**src/rtl/sim_run_ctrl.sv**
```systemverilog
// Run/dump sequencer: holds the CPU in reset, runs it for a bounded count or until halt, then streams the regfile out.
// Registered outputs; each dump entry takes two read cycles plus one OUT cycle, and an OUT entry holds until dump_ready.
module sim_run_ctrl #(
    parameter int XLEN       = 32,
    parameter int NREGS      = 32,
    parameter int IDXW       = 5,
    parameter int RST_CYCLES = 1,
    parameter int RUN_CYCLES = 100,
    parameter int SKIP_ZERO  = 1
) (
    input  logic            clk,
    input  logic            rst_n,
    input  logic            start,
    input  logic            halt,
    output logic            cpu_rst_n,
    output logic            cpu_run,
    output logic [IDXW-1:0] rf_raddr,
    input  logic [XLEN-1:0] rf_rdata,
    output logic            dump_valid,
    input  logic            dump_ready,
    output logic [IDXW-1:0] dump_idx,
    output logic [XLEN-1:0] dump_data,
    output logic [31:0]     cycles_run,
    output logic            done
);

    typedef enum logic [2:0] {
        S_RESET,
        S_RUN,
        S_RD,
        S_OUT,
        S_DONE
    } state_t;

    localparam logic [IDXW-1:0] FIRST_IDX = (SKIP_ZERO != 0) ? IDXW'(1) : '0;
    localparam logic [IDXW-1:0] LAST_IDX  = IDXW'(NREGS - 1);
    localparam logic [31:0]     RST_LAST  = 32'(RST_CYCLES - 1);
    localparam logic [31:0]     RUN_LIM   = 32'(RUN_CYCLES);

    state_t          state_q, state_d;
    logic [31:0]     cnt_q, cnt_d;
    logic            cpu_rst_n_q, cpu_rst_n_d;
    logic            cpu_run_q, cpu_run_d;
    logic [IDXW-1:0] rf_raddr_q, rf_raddr_d;
    logic            dump_valid_q, dump_valid_d;
    logic [IDXW-1:0] dump_idx_q, dump_idx_d;
    logic [XLEN-1:0] dump_data_q, dump_data_d;
    logic [31:0]     cycles_q, cycles_d;
    logic            done_q, done_d;
    logic [31:0]     cycles_inc;

    assign cycles_inc = (cycles_q == 32'hFFFF_FFFF) ? cycles_q : cycles_q + 32'd1;

    always_comb begin
        state_d      = state_q;
        cnt_d        = cnt_q;
        cpu_rst_n_d  = cpu_rst_n_q;
        cpu_run_d    = cpu_run_q;
        rf_raddr_d   = rf_raddr_q;
        dump_valid_d = dump_valid_q;
        dump_idx_d   = dump_idx_q;
        dump_data_d  = dump_data_q;
        cycles_d     = cycles_q;
        done_d       = done_q;

        case (state_q)
            S_RESET: begin
                cpu_rst_n_d = 1'b0;
                cpu_run_d   = 1'b0;
                if (cnt_q == RST_LAST) begin
                    cpu_rst_n_d = 1'b1;
                    cpu_run_d   = 1'b1;
                    cnt_d       = 32'd0;
                    state_d     = S_RUN;
                end else begin
                    cnt_d = cnt_q + 32'd1;
                end
            end
            S_RUN: begin
                // The halt-sampling cycle is itself a run cycle, so count first.
                cycles_d = cycles_inc;
                if (cycles_inc == RUN_LIM || halt) begin
                    cpu_run_d  = 1'b0;
                    rf_raddr_d = FIRST_IDX;
                    cnt_d      = 32'd0;
                    state_d    = S_RD;
                end
            end
            S_RD: begin
                // First cycle lets the regfile register the new address; capture on the second.
                if (cnt_q == 32'd0) begin
                    cnt_d = 32'd1;
                end else begin
                    cnt_d        = 32'd0;
                    dump_data_d  = rf_rdata;
                    dump_idx_d   = rf_raddr_q;
                    dump_valid_d = 1'b1;
                    state_d      = S_OUT;
                end
            end
            S_OUT: begin
                if (dump_ready) begin
                    dump_valid_d = 1'b0;
                    if (dump_idx_q == LAST_IDX) begin
                        done_d  = 1'b1;
                        state_d = S_DONE;
                    end else begin
                        rf_raddr_d = dump_idx_q + 1'b1;
                        state_d    = S_RD;
                    end
                end
            end
            S_DONE: begin
                cpu_run_d = 1'b0;
                if (start) begin
                    done_d      = 1'b0;
                    cycles_d    = 32'd0;
                    cpu_rst_n_d = 1'b0;
                    cnt_d       = 32'd0;
                    state_d     = S_RESET;
                end
            end
            default: begin
                state_d = S_RESET;
            end
        endcase
    end

    always_ff @(posedge clk or negedge rst_n) begin
        if (!rst_n) begin
            state_q      <= S_RESET;
            cnt_q        <= 32'd0;
            cpu_rst_n_q  <= 1'b0;
            cpu_run_q    <= 1'b0;
            rf_raddr_q   <= '0;
            dump_valid_q <= 1'b0;
            dump_idx_q   <= '0;
            dump_data_q  <= '0;
            cycles_q     <= 32'd0;
            done_q       <= 1'b0;
        end else begin
            state_q      <= state_d;
            cnt_q        <= cnt_d;
            cpu_rst_n_q  <= cpu_rst_n_d;
            cpu_run_q    <= cpu_run_d;
            rf_raddr_q   <= rf_raddr_d;
            dump_valid_q <= dump_valid_d;
            dump_idx_q   <= dump_idx_d;
            dump_data_q  <= dump_data_d;
            cycles_q     <= cycles_d;
            done_q       <= done_d;
        end
    end

    assign cpu_rst_n  = cpu_rst_n_q;
    assign cpu_run    = cpu_run_q;
    assign rf_raddr   = rf_raddr_q;
    assign dump_valid = dump_valid_q;
    assign dump_idx   = dump_idx_q;
    assign dump_data  = dump_data_q;
    assign cycles_run = cycles_q;
    assign done       = done_q;

endmodule

```
**config.mk**
```make
export PLATFORM = sky130hd
export DESIGN_NAME = sim_run_ctrl
export DESIGN_NICKNAME = d
export VERILOG_FILES = /design/src/rtl/sim_run_ctrl.sv
export SDC_FILE = /design/constraint.sdc
export NUM_CORES = 1
export LEC_CHECK = 0
export BUFFER_PORTS_ARGS = -buffer_cell sky130_fd_sc_hd__clkbuf_2
export CAP_MARGIN = 15
export CORE_MARGIN = 4
export CORE_UTILIZATION = 35
export CTS_BUF_LIST = sky130_fd_sc_hd__clkbuf_8
export DETAILED_ROUTE_END_ITERATION = 16
export PLACE_DENSITY = 0.51
export SLEW_MARGIN = 20
export SYNTH_ARGS = -nofsm -noshare
export SYNTH_HDL_FRONTEND = slang
export SYNTH_SLANG_ARGS = --single-unit
```
**constraint.sdc**
```tcl
create_clock -name clk -period 3.42 [get_ports clk]
set_input_delay 0.855 -clock clk [delete_from_list [all_inputs] [get_ports clk]]
set_output_delay 0.855 -clock clk [all_outputs]
set_load 0.02 [all_outputs]
```
# Yosys cells after proc, flatten, opt, wreduce, memory -nomap -nowiden
# Index checks and enable logic that the tools add are counted.
[word_totals] ff_bits=113 latchBits=0 ram_bits=0 rom_bits=0 in_bits=37 output_inout_bits=78 word_cells=76 mem_count=0
[classes] n_addsub=3 mul=0 div_mod_pow=0 magnitude_cmp=0 n_eq_ne=14 shift=0 muxes=29 n_bitwise=1 reduce_logical=19
[ops] operator="32-bit 2-to-1 mux" n=4
[ops] operator="32-bit one-hot mux with 4 select lines" n=1
[ops] operator="32-bit by 1-bit adder with 32-bit output (second input constant)" n=2
[ops] operator="32-bit one-hot mux with 2 select lines" n=1
[ops] operator="32-bit == test (second input constant)" n=1
[ops] operator="32-bit by 7-bit == test with 1-bit output (second input constant)" n=1
[ops] operator="32-bit zero test" n=1
[ops] operator="3-bit 2-to-1 mux" n=6
[ops] operator="5-bit 2-to-1 mux" n=3
[ops] operator="3-bit one-hot mux with 5 select lines" n=1
[ops] operator="2-bit inequality test (second input constant)" n=7
[ops] operator="5-bit one-hot mux with 2 select lines" n=1
[ops] operator="2-bit nonzero test" n=5
[ops] operator="1-bit 2-to-1 mux" n=8
[ops] operator="2-bit AND reduction" n=4
[ops] operator="4-bit AND reduction" n=2
[ops] operator="3-bit by 2-bit == test with 1-bit output (second input constant)" n=2
[ops] operator="1-bit one-hot mux with 2 select lines" n=3
[ops] operator="3-bit AND reduction" n=2
[ops] operator="5-bit by 1-bit adder with 5-bit output (second input constant)" n=1
[ops] operator="5-bit == test (second input constant)" n=1
[ops] operator="5-bit AND reduction" n=1
[ops] operator="4-bit nonzero test" n=1
[ops] operator="3-bit by 1-bit == test with 1-bit output (second input constant)" n=1
[ops] operator="other kinds (6)" n=6

# Longest topological paths before layout
# Gate-level depths: netlist (run 1).
[depth] word_depth=6 ltp_mapped=13 ltp_nobuf=10

# Least setup slack after synthesis (run 1)
# No wires, ideal clock.
[synth_path] path_kind="reg2reg" start="register cycles_q[0], in the netlist cycles_run[0]" end="register cnt_q[11]" setup_ps=138 arrival_ps=3077 required_time_ps=3282 path_slack_ps=205 path_stages_with_launch=13 n_path_buf=2 synth_period_minus_slack_ps=3215 cell_sequence="dfrtp_1 -> ha_1 -> buf_2 -> nand4_1 -> nor4_2 -> a21bo_2 -> or3_1 -> a2111oi_0 -> and4_1 -> a311oi_2 -> nor2_4 -> buf_6 -> a31oi_1"
[synth_via] elab_chain_len=6 elab_cells_between_ends=7 cone_classes="1 x add/sub; 3 x eq/ne; 1 x mux; 2 x reduce/logical"
[synth_rtl] item="start, declared" line="48" text="logic [31:0] cycles_q, cycles_d;"
[synth_rtl] item="start signal, assigned" line="150" text="cycles_q <= cycles_d;"
[synth_rtl] item="32-bit by 1-bit adder with 32-bit output or 32-bit == test (tied branches)" line="52" text="assign cycles_inc = (cycles_q == 32'hFFFF_FFFF) ? cycles_q : cycles_q + 32'd1;"
[synth_rtl] item="32-bit 2-to-1 mux *" line="52"
[synth_rtl] item="32-bit by 7-bit == test with 1-bit output *" line="82" text="if (cycles_inc == RUN_LIM || halt) begin"
[synth_rtl] item="1-bit logical OR *" line="82"
[synth_rtl] item="2-bit inequality test (no line) *"
[synth_rtl] item="3-bit AND reduction (no line) *"
[synth_rtl] item="end signal, assigned" line="143" text="cnt_q <= cnt_d;"
[synth_rtl] item="end, declared" line="41" text="logic [31:0] cnt_q, cnt_d;"
# Mark *: on every way between the ends. The rest lies on a longest branch, timed or not.
# A chain may end at the register's enable or synchronous reset.

# Worst setup path after layout (run 1)
[layout_path] start="register cycles_q[9], in the netlist cycles_run[9]" end="register cnt_q[1]"
# The elaborated chain is that of the path after synthesis.

==> run metrics, run 1 <==
Final Core Density 44.1%; Post-synth EDFFs 0; RSZ-0062 raised after global routing false; Worst EP required 3780 ps; mapped cell area 0.00655 sq mm; via count 6,410; Synth Flop Type dfrtp_1; Fillers 1,816; Worst Skew 21.3 ps; most common cell after layout, fill and taps aside clkbuf_2; Netlist cell types 68; # IOs 115; Vias/cell 5.74; Root Buffer clkbuf_8; # rows 49; Post-DP Area 0.00759 sq mm; synthesis-stage register bit count 113; Setup TNS 0 ps; Leakage 3.76 nW; final hold violations 0; final setup vio count 0; max_cap viols 0; vias in the first global route 6,311; Placed Cells 1,085; hold buffers post-CTS 0; CTS tree built; first-pass GRT wire length 33,600 um; Clock Tree Buf Depth 2; synth warn 0; Area Overhead vs Synth 22.7%; fin crit share 93.6%; HPWL Detailed 15,100 um; fmax 0.312 GHz; Post-CTS Setup Inserts 0; layout cells sized above 1 29.1%; CP Class flop to flop; Mean Syn Cell Area 8.84 sq um; Gate Count Post-Synth 741; worst r2r path cells 10; GPL Wtd Cong 0.923; Die ar. 0.0210 sq mm; area leader, netlist dfrtp_1; start point of the critical path cycles_run[9]$_DFFE_PN0P_; ys async rst share 100%; fin. max-slew vios 0; Slew @ Worst Pin 734 ps; port buffer count 114; Iteration-0 DRC Markers 458; Detailed Route WL 20,800 um; Register Area 0.00283 sq mm; GRT Total Usage 20.1%; Final Power 0.00284 W; synth top area cells dfrtp_1 43%, mux2_2 6.4%, nand2_1 5.4%; initial antenna violation count 0; largest net degree at the start of global routing 62; H-tree depth 4; WP data arrival 3560 ps; maximum VDD drop 273 uV; FF-to-FF Start cycles_run[9]$_DFFE_PN0P_; leading cell types in the layout, fill and taps excluded 113 x clkbuf_2, 108 x dfrtp_1, 95 x nand2_1; slew margin rel. 50.6%; first-pass iteration count of the detailed router 5; starting density of the core 36.0%; status finished clean; CTS sink count 113; n_diodes 0; multi-input logic area 0.00346 sq mm; sequential-to-total area share from yosys stat 43.2%; clk_lat worst skew 450 ps; Final min period 3200 ps; Clk pin slew, worst setup/hold paths 90 ps; CP max FO 7; Mapped Nets 783; Die Y-Extent 145 um; Post-Layout Cell Count 1,117; final-stage net count 917; startpoint types flop; # resized after CTS 0; Post-route DRC 0; Avg WL per Cell 18.7 um; worst hold-check path type primary input to async pin; GRT overflow 0; Pwr Density 354 mW/mm^2; Antenna Nets Post-Route 0; Worst setup EP type flop; core area 0.0182 sq mm; die width 145 um; share of the synthesized area in the top cell type 43.2%; CTS Buf Count 17; Finished Cell Area 0.00804 sq mm
-- metrics by stage --
step	hold WS (ps)	setup WS (ps)
2_1_floorplan	450	205
3_3_place_gp	477	113
3_5_place_dp	490	51.4
4_1_cts	485	6.09
5_1_grt	518	37.0
6_report	471	217
-- critical path: stages, from the launching register on --
cell and delay (ps):
dfrtp_1 480, nand4_2 200, nor4_2 420, a21bo_2 310
or3_1 410, a2111oi_0 350, and4_1 260, a311oi_2 150
nor2_4 170, buf_4 170, mux2i_1 190
-- path summary, 6_finish.rpt --
kind	to	slack, ps
max	cnt_q[1]$_DFFE_PN0P_	220
min	cycles_run[15]$_DFFE_PN0P_	470
max reg2reg	cnt_q[1]$_DFFE_PN0P_	220
min reg2reg	cnt_q[31]$_DFFE_PN0P_	500
max in group asynchronous	dump_idx[3]$_DFFE_PN0P_	2170
min in group clk	cnt_q[31]$_DFFE_PN0P_	500
-- cells in the mapped netlist (all sizes together), types with 4 or more instances --
| library cell | count |
|---|---|
| nor4 | 20 |
| and4 | 9 |
| or3 | 4 |
| inv | 16 |
| nand4 | 24 |
| nor3 | 18 |
| and2 | 6 |
| nor2 | 56 |
| xor2 | 4 |
| buf | 16 |
| o41ai | 6 |
| nand3 | 40 |
| xnor2 | 6 |
| clkbuf | 34 |
| mux2 | 37 |
| nor2b | 5 |
| a21o | 4 |
| o21ai | 55 |
| ha | 5 |
| nand2 | 95 |
| and3 | 14 |
| dfrtp | 113 |
| a31oi | 39 |
| o31ai | 7 |
| a22o | 7 |
| nand2b | 8 |
| a21oi | 40 |
-- per-layer routing --
| metal | part of all wire, % | track usage, % |
|---|---|---|
| met5 | 0 | 0 |
| met4 | 2.0 | 7.07 |
| met3 | 5.6 | 4.47 |
| met2 | 48 | 31.7 |
| met1 | 44 | 27.2 |
-- sequential cells by signal, indices dropped and copies added, names as in the netlist --
name / cells
cpu_rst_n: 1
cnt_q: 32
cpu_run: 1
state_q: 3
dump_data: 32
dump_valid: 1
rf_raddr: 5
cycles_run: 32
done: 1
dump_idx: 5
-- final cells by class --
class / count / area share, %
tap: 229 / 3.57
timing repair buffer: 165 / 12.2
inverter: 16 / 0.747
sequential: 113 / 35.3
clock buffer: 17 / 2.91
clock inverter: 15 / 2.29
multi-input combinational: 562 / 43.0
-- logic make-up after synthesis --
logic type | Yosys count | synth area share [%]
compound gates | 195 | 19.0
mux | 39 | 6.67
flops | 113 | 43.2
fa+ha+maj | 5 | 0.955
simple gates | 313 | 24.5
xor+xnor | 10 | 1.34
buf+inv | 66 | 4.38
-- power by group --
part           total [W]  internal (W)  switching, W
Sequential       0.00136       0.00135    0.00000978
Combinational   0.000115     0.0000439     0.0000711
Clock            0.00137      0.000728      0.000637
Note: power is estimated with default switching activity, not from simulation.
==> run 2, diff against run 1 <==
- BUFFER_PORTS_ARGS: -buffer_cell sky130_fd_sc_hd__clkbuf_2 -> -buffer_cell sky130_fd_sc_hd__buf_2
==> run metrics, run 2 (synthesized netlist as in run 1, its figures left out) <==
status finished clean; Avg WL per Cell 18.5 um (-0.83%); Reg2Reg Capture Point cnt_q[1]$_DFFE_PN0P_; startpoint types flop; flop-to-flop setup slack 220 ps (about the same); final-stage net count 916 (-0.11%); slowest stage delay, CP 680 ps (+200 ps); CTS Buf Count 17 (unchanged); Slew @ Worst Pin 756 ps (+21.9 ps); die width 145 um (unchanged); Post-DP Area 0.00758 sq mm (about the same); Sequential Power Share 47.6% (-0.4 points); Switching Share 25.3% (about the same); port buffer count 114 (unchanged); Iteration-0 DRC Markers 502 (+9.6%); first-pass iteration count of the detailed router 5 (unchanged); Die ar. 0.0210 sq mm (unchanged); Final WS setup 217 ps (+0.133 ps); HPWL Detailed 15,200 um (+0.44%); CP top delay family simple AND/OR/NAND/NOR gates; Area Overhead vs Synth 23.1%; worst hold-check path type primary input to async pin; Worst path depth 10 (unchanged); H-tree depth 4 (unchanged); Detailed Route WL 20,700 um (-0.92%); Pint 0.00214 W (+0.70%); GPL Wtd Cong 0.906 (-1.9%); via count 6,399 (-0.17%); Finished Cell Area 0.00806 sq mm (+0.28%); CP Cell Sequence nand4_4, or4_1, a311oi_4, nor2_1, a21oi_1, and4_1, a311oi_2, nor2_4, buf_12, mux2i_1; Gate power share 4.1% (about the same); Leakage 3.73 nW (-1.0%); Clock Tree Buf Depth 2 (unchanged); WP buf/inv 1 (unchanged); Worst setup EP type flop; maximum VDD drop 274 uV (+0.68%); Post-CTS Setup Inserts 0 (unchanged); starting density of the core 36.0% (unchanged); critical path's slowest cell or4_1; Final min period 3200 ps (-0.133 ps); Sw Pwr 0.000724 W (+0.82%); fmax 0.312 GHz (about the same); Clk pin slew, worst setup/hold paths 80 ps (about the same); Setup TNS 0 ps (unchanged); WP data arrival 3560 ps (about the same); largest net degree at the start of global routing 61 (-1.6%); CP max FO 32 (+25); most common cell after layout, fill and taps aside buf_2; Worst Skew 19.0 ps (-2.36 ps); CTS tree built; CP Class flop to flop; fin. max-slew vios 0 (unchanged); Root Buffer clkbuf_8; RSZ-0062 raised after global routing false; n_diodes 0 (unchanged); Vias/cell 5.73 (about the same); start point of the critical path cycles_run[11]$_DFFE_PN0P_; max_cap viols 0 (unchanged); Post-route DRC 0 (unchanged); Die Y-Extent 145 um (unchanged); # rows 49 (unchanged); final setup vio count 0 (unchanged); Final Core Density 44.3% (+0.12 points); GRT overflow 0 (unchanged); clock power share 48.3% (+0.3 points); clk_lat worst skew 450 ps (about the same); first-pass GRT wire length 33,900 um (+0.93%); hold buffers post-CTS 0 (unchanged); DP Worst Slack 44.3 ps (-7.13 ps); final hold violations 0 (unchanged); FF-to-FF Start cycles_run[11]$_DFFE_PN0P_; slew margin rel. 49.1% (-1.5 points); # IOs 115 (unchanged); leading cell types in the layout, fill and taps excluded 113 x buf_2, 106 x dfrtp_1, 95 x nand2_1; vias in the first global route 6,367 (+0.89%); initial antenna violation count 0 (unchanged); Pwr Density 356 mW/mm^2 (+0.45%); CP Capture Point cnt_q[1]$_DFFE_PN0P_; GRT Total Usage 20.3% (+0.19 points); fin crit share 93.6% (about the same); core area 0.0182 sq mm (unchanged); Fillers 1,840 (+1.3%); layout cells sized above 1 29.2% (+0.15 points); CTS sink count 113 (unchanged); Antenna Nets Post-Route 0 (unchanged); worst r2r path cells 10 (unchanged); # resized after CTS 0 (unchanged); Worst EP required 3780 ps (about the same)
-- run 2: routing by layer --
metal	up-vias	GRT usage, %	part of all wire [%]
li1	3015	-	-
met1	3129	27.7	44
met2	228	31.8	48
met3	27	5.09	6.6
met4	0	5.94	1.5
met5	-	0	0
-- run 2: worst min path at each step --
stage | to | slack, ps | cells after the start
2_1_floorplan | cnt_q[31]$_DFFE_PN0P_ | 450 | 1
3_3_place_gp | cnt_q[31]$_DFFE_PN0P_ | 480 | 1
3_5_place_dp | cpu_rst_n$_DFFE_PN0P_ | 490 | 2
4_1_cts | cycles_run[18]$_DFFE_PN0P_ | 330 | 1
5_1_grt | cycles_run[18]$_DFFE_PN0P_ | 340 | 1
6_report | cycles_run[18]$_DFFE_PN0P_ | 340 | 1
-- run 2: power by group through the flow --
stage,registers [W],logic (W),clock network (W)
after floorplan,0.00141,0.0000181,0
after global placement,0.00139,0.000119,0
after detailed placement,0.00139,0.000122,0
after CTS,0.00136,0.000122,0.00142
after global routing,0.00137,0.000131,0.00150
final,0.00136,0.000117,0.00138
-- run 2: per-stage QoR --
stage,std cells,hold WS (ps),power [W]
CTS,1116,328,0.00291
finish,1116,337,0.00287
global placement,1084,477,0.00151
global route,1116,337,0.00300
floorplan,741,450,0.00143
detailed placement,1084,486,0.00151
-- run 2: layout make-up --
class | instances | area, sq um | area share, %
clock inverter | 15 | 195 | 2.42
inverter | 16 | 60.1 | 0.745
timing repair buffer | 164 | 973 | 12.1
multi-input combinational | 562 | 3470 | 43.1
tap | 229 | 287 | 3.56
sequential | 113 | 2840 | 35.2
clock buffer | 17 | 234 | 2.90
==> run 3, diff against run 2 <==
- clock period: 3.42 -> 3.6 ns (I/O delays scaled with it)
==> run metrics, run 3 (synthesized netlist as in run 1, its figures left out) <==
Pwr Density 339 mW/mm^2 (-4.6%); Final WS setup 271 ps (+53.3 ps); Final Power 0.00269 W (-6.0%); Worst setup EP type flop; Worst Skew 21.1 ps (+2.16 ps); initial antenna violation count 0 (unchanged); critical path's slowest cell or4_1; hold_ws 506 ps (+169 ps); fin crit share 92.5% (-1.2 points); startpoint types flop; Area Overhead vs Synth 21.3%; Setup TNS 0 ps (unchanged); CTS Buf Count 17 (unchanged); status finished clean; clk_lat worst skew 450 ps (about the same); core area 0.0182 sq mm (unchanged); Worst EP required 3970 ps (+190 ps); Die ar. 0.0210 sq mm (unchanged); WP data arrival 3700 ps (+140 ps); GPL Wtd Cong 0.935 (+3.2%); port buffer count 114 (unchanged); first-pass GRT wire length 32,900 um (-3.0%); worst hold-check path type flop to flop; first-pass iteration count of the detailed router 5 (unchanged); Antenna Nets Post-Route 0 (unchanged); slowest stage delay, CP 660 ps (-20 ps); Detailed Route WL 20,500 um (-0.85%); max_cap viols 0 (unchanged); RSZ-0062 raised after global routing true; Iteration-0 DRC Markers 494 (-1.6%); Clk pin slew, worst setup/hold paths 80 ps (about the same); Vias/cell 5.73 (about the same); leading cell types in the layout, fill and taps excluded 113 x dfrtp_1, 113 x buf_2, 95 x nand2_1; slew margin rel. 50.7% (+1.6 points); Slew @ Worst Pin 740 ps (-16.7 ps); Die Y-Extent 145 um (unchanged); GRT overflow 0 (unchanged); Post-route DRC 0 (unchanged); CTS sink count 113 (unchanged); starting density of the core 36.0% (unchanged); maximum VDD drop 199 uV (-28%); H-tree depth 4 (unchanged); CTS tree built; vias in the first global route 6,147 (-3.5%); fin. max-slew vios 0 (unchanged); final setup vio count 0 (unchanged); fmax 0.300 GHz (-3.8%); Avg WL per Cell 18.5 um (about the same); n_diodes 0 (unchanged); Root Buffer clkbuf_8; CP Class flop to flop; largest net degree at the start of global routing 114 (+87%); CP max FO 32 (unchanged); # IOs 115 (unchanged); Leakage 3.68 nW (-1.3%); CP Cell Sequence nand4_1, or4_1, nor4_4, xor2_1, a2111oi_1, and4_1, a311oi_2, nor2_4, buf_12, mux2i_1; Clock Tree Buf Depth 2 (unchanged); hold buffers post-CTS 0 (unchanged); # rows 49 (unchanged); layout cells sized above 1 27.4% (-1.8 points); die width 145 um (unchanged); Final min period 3330 ps (+127 ps); HPWL Detailed 14,500 um (-4.3%); final hold violations 0 (unchanged); GRT Total Usage 19.8% (-0.46 points); DP Worst Slack 239 ps (+194 ps); final-stage net count 906 (-1.1%); via count 6,341 (-0.91%)
## run 3: layout make-up
type / instances / area (sq um)
Clock buffer: 17 / 234
Clock inverter: 15 / 176
Fill cell: 1857 / 10300
Inverter: 16 / 60.1
Multi-Input combinational cell: 562 / 3460
Sequential cell: 113 / 2830
Tap cell: 229 / 287
Timing Repair Buffer: 154 / 898
## run 3: repair_timing
action | in CTS | in global routing
setup buffers | 0 | 0
setup endpoints to repair | 0 | 18
resized for setup | 0 | 4
## run 3: per-stage QoR
step	cells	area (sq um)	util, %
after floorplan	741	6550	-
after global placement	1074	7510	41.2
after detailed placement	1074	7510	41.2
after CTS	1106	7920	43.5
after global routing	1106	7940	43.6
final	1106	7940	43.6
## run 3: critical path, delay by kind of cell (launching register included)
| family | cells | cell delay [ps] |
|---|---|---|
| multiplexers | 1 | 200 |
| AO/OA/AOI/OAI | 2 | 530 |
| flip-flops | 1 | 490 |
| AND/OR/NAND/NOR | 5 | 1680 |
| buffers and inverters | 1 | 200 |
| XOR/XNOR | 1 | 140 |
## run 3: report_power, final
part           leakage [nW]  switching, W  internal (W)
Clock                 0.207      0.000651      0.000638
Sequential             1.28    0.00000844       0.00129
Combinational          2.20     0.0000678     0.0000421
Total                  3.68      0.000727       0.00197
## run 3: path summary, 6_finish.rpt
kind / startpoint / endpoint / slack, ps / depth (start not counted)
min in group asynchronous: rst_n / cnt_q[28]$_DFFE_PN0P_ / 530 / 2
max in group asynchronous: rst_n / dump_data[27]$_DFFE_PN0P_ / 2580 / 2
min: cpu_rst_n$_DFFE_PN0P_ / cpu_rst_n$_DFFE_PN0P_ / 510 / 2
max reg2reg: cycles_run[19]$_DFFE_PN0P_ / cnt_q[1]$_DFFE_PN0P_ / 270 / 10
max: cycles_run[19]$_DFFE_PN0P_ / cnt_q[1]$_DFFE_PN0P_ / 270 / 10
min reg2reg: cpu_rst_n$_DFFE_PN0P_ / cpu_rst_n$_DFFE_PN0P_ / 510 / 2
## run 3: per-layer routing
layer | vias up | wire, um | global-route usage [%]
li1 | 3005 | - | -
met1 | 3116 | 8960 | 26.6
met2 | 197 | 9920 | 31.2
met3 | 23 | 1310 | 5.36
met4 | 0 | 299 | 6.19
met5 | - | 0 | 0
